<file path="src/rtl/reg_arb_pkg.sv">
// Shared constants and FSM encoding for the register-file write arbiter.
package reg_arb_pkg;

  localparam int DATA_W   = 16;
  localparam int REG_AW   = 3;
  localparam int NUM_REGS = 8;

  typedef enum logic [1:0] {
    IDLE  = 2'd0,
    WRITE = 2'd1,
    HOLD  = 2'd2
  } state_t;

endpackage

</file>
<file path="src/rtl/decoder_3x8.sv">
// 3-to-8 one-hot decoder with enable; output is all zeros when disabled.
module decoder_3x8
  import reg_arb_pkg::*;
(
  input  logic [2:0]          a,
  input  logic                en,
  output logic [NUM_REGS-1:0] y
);

  // One-hot select of register a, gated by en
  always_comb begin
    y = '0;
    if (en) y = NUM_REGS'(1) << a;
  end

endmodule

</file>
<file path="src/rtl/reg_write_arbiter.sv">
// Two-source register-file write arbiter (ALU writeback = 0, load writeback = 1).
// A 1-bit round-robin pointer breaks ties, the accepted write is registered
// into a single output stage, and that stage freezes while wr_stall is high.
// Optional build macro: REG_WRITE_R0_ZERO_EN -- writes to register 0 are
// accepted but never presented to the register file.
module reg_write_arbiter
  import reg_arb_pkg::*;
#(
  parameter int DATA_W = reg_arb_pkg::DATA_W,
  parameter int REG_AW = reg_arb_pkg::REG_AW
) (
  input  logic              clk,
  input  logic              rst_n,
  input  logic              req0_valid,
  input  logic [REG_AW-1:0] req0_addr,
  input  logic [DATA_W-1:0] req0_data,
  output logic              req0_ready,
  input  logic              req1_valid,
  input  logic [REG_AW-1:0] req1_addr,
  input  logic [DATA_W-1:0] req1_data,
  output logic              req1_ready,
  input  logic              wr_stall,
  output logic              wr_en,
  output logic [REG_AW-1:0] wr_addr,
  output logic [DATA_W-1:0] wr_data,
  output logic [7:0]        wr_sel,
  output logic              wr_src
);

  state_t            state;
  state_t            state_nxt;
  logic              rr_last;
  logic              can_accept;
  logic              grant_id;
  logic              accept;
  logic              skip_write;
  logic [REG_AW-1:0] acc_addr;
  logic [DATA_W-1:0] acc_data;

  // Grant selection and combinational handshake; readies held low in reset
  always_comb begin
    can_accept = rst_n && ((state == IDLE) || ((state == WRITE) && !wr_stall));
    if (req0_valid && req1_valid) grant_id = ~rr_last;
    else                          grant_id = req1_valid;
    accept     = can_accept && (req0_valid || req1_valid);
    req0_ready = accept && !grant_id;
    req1_ready = accept &&  grant_id;
    acc_addr   = grant_id ? req1_addr : req0_addr;
    acc_data   = grant_id ? req1_data : req0_data;
`ifdef REG_WRITE_R0_ZERO_EN
    skip_write = (acc_addr == '0);
`else
    skip_write = 1'b0;
`endif
  end

  // Next-state logic: a suppressed (register-0) accept leaves no write pending
  always_comb begin
    state_nxt = state;
    case (state)
      IDLE: begin
        if (accept && !skip_write) state_nxt = WRITE;
      end
      WRITE: begin
        if (wr_stall)                    state_nxt = HOLD;
        else if (accept && !skip_write)  state_nxt = WRITE;
        else                             state_nxt = IDLE;
      end
      HOLD: begin
        if (!wr_stall) state_nxt = WRITE;
      end
      default: state_nxt = IDLE;
    endcase
  end

  // State register
  always_ff @(posedge clk or negedge rst_n) begin
    if (!rst_n) state <= IDLE;
    else        state <= state_nxt;
  end

  // Round-robin pointer: remembers the last accepted requester (tie goes to 0 after reset)
  always_ff @(posedge clk or negedge rst_n) begin
    if (!rst_n)      rr_last <= 1'b1;
    else if (accept) rr_last <= grant_id;
  end

  // Output stage: load on accept, drop wr_en once the write lands, freeze while stalled
  always_ff @(posedge clk or negedge rst_n) begin
    if (!rst_n) begin
      wr_en   <= 1'b0;
      wr_addr <= '0;
      wr_data <= '0;
      wr_src  <= 1'b0;
    end else if (accept) begin
      wr_en   <= !skip_write;
      wr_addr <= acc_addr;
      wr_data <= acc_data;
      wr_src  <= grant_id;
    end else if (!wr_stall) begin
      wr_en   <= 1'b0;
    end
  end

  decoder_3x8 u_dec (
    .a  (wr_addr),
    .en (wr_en),
    .y  (wr_sel)
  );

endmodule

</file>
<file path="config.mk">
export PLATFORM = sky130hd
export DESIGN_NAME = reg_write_arbiter
export DESIGN_NICKNAME = d
export VERILOG_FILES = /design/src/rtl/reg_arb_pkg.sv /design/src/rtl/decoder_3x8.sv /design/src/rtl/reg_write_arbiter.sv
export SDC_FILE = /design/constraint.sdc
export NUM_CORES = 1
export LEC_CHECK = 0
export ABC_CLOCK_PERIOD_IN_PS = 1450
export BUFFER_PORTS_ARGS = -buffer_cell sky130_fd_sc_hd__buf_2
export CAP_MARGIN = 15
export CORE_UTILIZATION = 40
export CTS_BUF_LIST = sky130_fd_sc_hd__clkbuf_8
export DETAILED_ROUTE_END_ITERATION = 10
export PLACE_DENSITY = 0.77
export SLEW_MARGIN = 20
export SYNTH_ARGS = -nofsm -noshare
export SYNTH_HDL_FRONTEND = slang
export SYNTH_SLANG_ARGS = --single-unit
</file>
<file path="constraint.sdc">
create_clock -name clk -period 1.45 [get_ports clk]
set_input_delay 0.29 -clock clk [delete_from_list [all_inputs] [get_ports clk]]
set_output_delay 0.29 -clock clk [all_outputs]
set_load 0.005 [all_outputs]
</file>
After elaboration in Yosys (flattened, before gate mapping)
Index checks and enable logic that the tools add are counted.
{"block": "word_totals", "register_bits": 24, "input_bits": 43, "output_inout_bits": 31, "word_cells": 36}
{"block": "classes", "eq_ne": 5, "n_shift": 1, "mux": 11, "n_bitwise": 1, "reduce_logical": 12}
{"operator": "2-to-1 mux 16 bit", "count": 1}
{"operator": "2-to-1 mux 8 bit", "count": 1}
{"operator": "left shift 1 x 3 -> 8 bit (first input constant)", "count": 1}
{"operator": "logical AND 1 bit", "count": 6}
{"operator": "2-to-1 mux 2 bit", "count": 3}
{"operator": "case mux 2 bit (3 select lines)", "count": 1}
{"operator": "2-to-1 mux 1 bit", "count": 4}
{"operator": "inequality test 2 bit (second input constant)", "count": 2}
{"operator": "2-to-1 mux 3 bit", "count": 1}
{"operator": "equality test 2 x 1 -> 1 bit (second input constant)", "count": 1}
{"operator": "equality test 2 bit (second input constant)", "count": 1}
{"operator": "logical NOT 1 bit", "count": 2}
{"operator": "logical NOT 2 bit", "count": 1}
{"operator": "logical OR 1 bit", "count": 2}
{"operator": "inequality test 2 x 1 -> 1 bit (second input constant)", "count": 1}
{"operator": "AND reduction 2 bit", "count": 1}
{"operator": "inverter 1 bit", "count": 1}

Depth between registers and ports, before layout
{"block": "depth", "depth_word": 8, "depth_mapped": 5, "depth_no_buf": 3}

Cells and area by module
A second synthesis with hierarchy kept.
{"block": "unflattened", "hier_cells": 119, "hier_area_um2": 1310.0}
{"mod": "reg_write_arbiter", "n_inst": 1, "cells_each": 111, "area_each_um2": 1214.9, "seq_area_each_um2": 601.8}
{"mod": "decoder_3x8", "n_inst": 1, "cells_each": 8, "area_each_um2": 95.1, "seq_area_each_um2": 0.0}

Least setup slack after synthesis
Ideal clock, no wire load.
{"block": "synth_path", "path_type": "register to register", "startpoint": "reg state[0]", "endpoint": "reg wr_data[0]", "setup_ns": 0.126, "arrival_ns": 1.302, "required_ns": 1.324, "setup_slack_ns": 0.022, "stages_incl_launch_ff": 6, "path_buffers": 2, "synth_period_minus_slack_ns": 1.428, "cell_sequence": "dfrtp_1 > and2_4 > buf_6 > a211o_4 > buf_6 > a221o_1"}
{"block": "synth_via", "elab_chain_len": 5, "word_cells_on_any_way": 6, "classes_between": "1 x eq/ne; 5 x reduce/logical"}
{"item": "from (decl)", "line_no": "reg_write_arbiter.sv:30", "source": "state_t state;"}
{"item": "from (signal assigned)", "line_no": "reg_write_arbiter.sv:79", "source": "else state <= state_nxt;"}
{"item": "equality test 2 x 1 -> 1 bit", "line_no": "reg_write_arbiter.sv:42", "source": "can_accept = rst_n && ((state == IDLE) || ((state == WRITE) && !wr_stall));"}
{"item": "logical AND 1 bit", "line_no": "reg_write_arbiter.sv:42"}
{"item": "logical OR 1 bit *", "line_no": "reg_write_arbiter.sv:42"}
{"item": "logical AND 1 bit *", "line_no": "reg_write_arbiter.sv:42"}
{"item": "logical AND 1 bit *", "line_no": "reg_write_arbiter.sv:45", "source": "accept = can_accept && (req0_valid || req1_valid);"}
{"item": "to (signal assigned)", "line_no": "reg_write_arbiter.sv:98", "source": "wr_data <= acc_data;"}
{"item": "to (decl)", "line_no": "reg_write_arbiter.sv:25", "source": "output logic [DATA_W-1:0] wr_data,"}
Every way passes the cells marked *; elsewhere a longest branch is shown, timed or not.
A chain may end at the register's enable or synchronous reset.

Worst setup path after layout
{"block": "layout_path", "startpoint": "reg state[0]", "endpoint": "out req1_ready"}
{"block": "layout_via", "elab_chain_len": 6, "word_cells_on_any_way": 7, "classes_between": "1 x eq/ne; 6 x reduce/logical"}
{"item": "equality test 2 x 1 -> 1 bit", "line_no": "reg_write_arbiter.sv:42"}
{"item": "logical AND 1 bit", "line_no": "reg_write_arbiter.sv:42"}
{"item": "logical OR 1 bit *", "line_no": "reg_write_arbiter.sv:42"}
{"item": "logical AND 1 bit *", "line_no": "reg_write_arbiter.sv:42"}
{"item": "logical AND 1 bit *", "line_no": "reg_write_arbiter.sv:45"}
{"item": "logical AND 1 bit *", "line_no": "reg_write_arbiter.sv:47", "source": "req1_ready = accept && grant_id;"}
{"item": "to (decl)", "line_no": "reg_write_arbiter.sv:21", "source": "output logic req1_ready,"}
Marked as above.

==> metrics <==
CP endpoint kind=output pin; fmax=635 MHz; Crit path required time=1.16 ns; final antenna diode count=0; area grow syn2layout=47.8%; RePlAce Congestion=0.816; Synth Instances=124; path type of the worst min-delay path=input pin to asynchronous set/reset pin; detailed-route wire length per cell=14.8 um; Post-Syn Area=0.00127 sq mm; via-per-instance ratio=5.36; Syn. warnings=0; post-detail-place hpwl=2.58 mm; placed insts=238; sequential share of power=0.426; via count=1362; switching pwr=0.811 mW; Fin. Hold Viols=0; status=finished with violations; Peak VDD IR=0.622 mV; Clock Skew=0.00511 ns; die height=58.4 um; Max Transition Viols Final=0; switching share of power=0.331; Clk pwr share=0.158; Max-slew headroom=0.802; grt total ovfl=0; unrepaired setup endpoints after global routing=yes; number of global-route vias before repair=1232; Worst Setup Path Type=flop to output pin; IO Pins=74; number of H-tree levels=1; routed wire length=3.75 mm; CTS clk-pin slew, worst paths=0.08 ns; DRC viols=0; Initial Util=0.421; final worst slack=-0.124 ns; wire length on met1=1.62 mm; die width=58.4 um; die area=0.00341 sq mm; Netlist cell types=23; first-pass GRT wire length=5.54 mm; Seq/Total Area, Yosys=0.472; clk sinks=24; Final min period=1.57 ns; largest net degree at the start of global routing=25; PD cells=1300 mW/mm^2; WP data arrival=1.28 ns; Comb power frac=0.416; CTS tree=built; total of max-cap violations=0; routed wl met3=145 um; post-route ant nets=0; P_leak=0.957 nW; Fin Setup TNS=-1.32 ns; Core ar.=0.00303 sq mm; failing checks=setup timing; worst-skew pair later-pin latency=0.26 ns; initial antenna violation count=0; DR iter-0 viols=44; synthesized area per cell=10.3 sq um; Num CTS Buffers=3; Longest Clk Path Bufs=2; drt pass-1 iters=4; final setup fails=21; met2 routed WL=1.94 mm; Mapped Nets=167; row count=20; top sig layer=met4; nets@finish=254; GRT Total Usage=0.211; fin cells=254; layout cells sized above 1=0.533; Post-CTS Hold Fix Bufs=0; final period utilization=1.09; CP max FO=4; Critical Path Source Type=flop; Int Power=1.64 mW; Least-Margin Pin Slew=0.293 ns; flops & latches, synth=24; IO buf count=73; CTS root buffer=clkbuf_8
## Yosys cell counts
cell	instances	share of area
dfrtp_1	23	0.45
nand2_1	23	0.068
nor4_1	20	0.098
a221o_1	19	0.15
clkbuf_1	6	0.018
nor2_1	6	0.018
buf_6	5	0.044
nand2b_1	5	0.025
buf_2	2	0.0079
nor3_1	2	0.0079
a2111oi_4	1	0.022
a211o_4	1	0.014
a21boi_0	1	0.0059
a21o_1	1	0.0059
and2_4	1	0.0069
clkinv_1	1	0.0029
dfstp_2	1	0.021
inv_1	1	0.0029
nand2b_4	1	0.011
nor2b_1	1	0.0049
o21ai_0	1	0.0039
o31ai_1	1	0.0059
o41ai_1	1	0.0069
## timing repair
item | CTS | global route
buffers inserted | 9 | 3
setup endpoints to repair | 5 | 24
pin swaps | 4 | 2
resized for setup | 6 | 8
## flip-flops by register name, summed over array words and instances, names as in the netlist
| register | flops |
|---|---|
| wr_addr | 3 |
| wr_data | 16 |
| rr_last | 1 |
| state | 2 |
| wr_src | 1 |
| wr_en | 1 |
## worst max-delay path, cell delays in order, from the launching register on
cell and delay, ns:
dfrtp_1 0.40, and2_4 0.17, a2111oi_4 0.28, buf_2 0.18
## power by group through the flow
| stage | combinational [mW] | sequential, mW | clock, mW |
|---|---|---|---|
| 3_3_place_gp | 0.786 | 1.04 | 0 |
| 2_1_floorplan | 0.435 | 1.04 | 0 |
| 4_1_cts | 0.953 | 1.02 | 0.389 |
| 3_5_place_dp | 0.814 | 1.05 | 0 |
| 5_1_grt | 1.11 | 1.07 | 0.415 |
| 6_report | 1.02 | 1.05 | 0.387 |
## final timing paths
path | startpoint | endpoint | slack, ns | cells after the start
worst max-delay path | state[0]$_DFFE_PN0P_ | req1_ready | -0.12 | 3
worst min-delay path | rst_n | wr_data[11]$_DFFE_PN0P_ | 0.06 | 2
worst max register to register | state[1]$_DFFE_PN0P_ | wr_data[12]$_DFFE_PN0P_ | -0.09 | 4
worst min register to register | wr_src$_DFFE_PN0P_ | wr_src$_DFFE_PN0P_ | 0.48 | 1
max in group asynchronous | rst_n | rr_last$_DFFE_PN1P_ | 1.11 | 2
min in group clk | req1_data[1] | wr_data[1]$_DFFE_PN0P_ | 0.25 | 2
## placed cells by master, fill, tap and decap left out
master and instances:
buf_2 73, nand2_1 23, dfrtp_1 21, a221o_1 19
buf_4 19, nor4_1 18, nor2_1 6, nand2b_4 3
nand2b_1 3, clkbuf_8 3, buf_6 3, nor3_2 2
inv_1 2, dfrtp_2 2, and2_4 1, nor2b_4 1
nor4_4 1, clkinv_1 1, a2111oi_4 1, a211o_4 1
a21boi_0 1, o31ai_1 1, o41ai_1 1, a21o_1 1
nor4_2 1, o21ai_0 1, dfstp_2 1
## area by class of cell
cell class,instances,area (sq um)
Clock buffer,3,41.3
Clock inverter,1,3.75
Fill cell,252,1140
Inverter,2,7.51
Multi-Input combinational cell,85,629
Sequential cell,24,604
Tap cell,44,55.1
Timing Repair Buffer,95,542
## stage by stage
stage	utilization	cell area, sq um	power [mW]	worst slack, ns	hold WS (ns)
after detailed placement	0.555	1680	1.86	0.0125	0.343
after global routing	0.622	1880	2.59	-0.155	0.0736
final	0.622	1880	2.45	-0.124	0.0555
after global placement	0.555	1680	1.82	0.0420	0.336
after CTS	0.600	1820	2.37	-0.124	0.0634
after floorplan	-	1270	1.48	0.0215	-0.00559
## routing by layer
layer / track usage / up-vias
met5: 0 / -
met4: 0.0748 / 0
met3: 0.0286 / 4
met2: 0.346 / 45
met1: 0.287 / 666
li1: - / 647
## cells by family (layout without fill, tap and decap cells)
group,after synthesis,after routing,share of synthesized area
compound gates,26,26,0.213
buf+inv,15,101,0.0756
flops,24,24,0.472
simple gates,59,59,0.239
No activity file was read; power rests on OpenSTA's default activity.
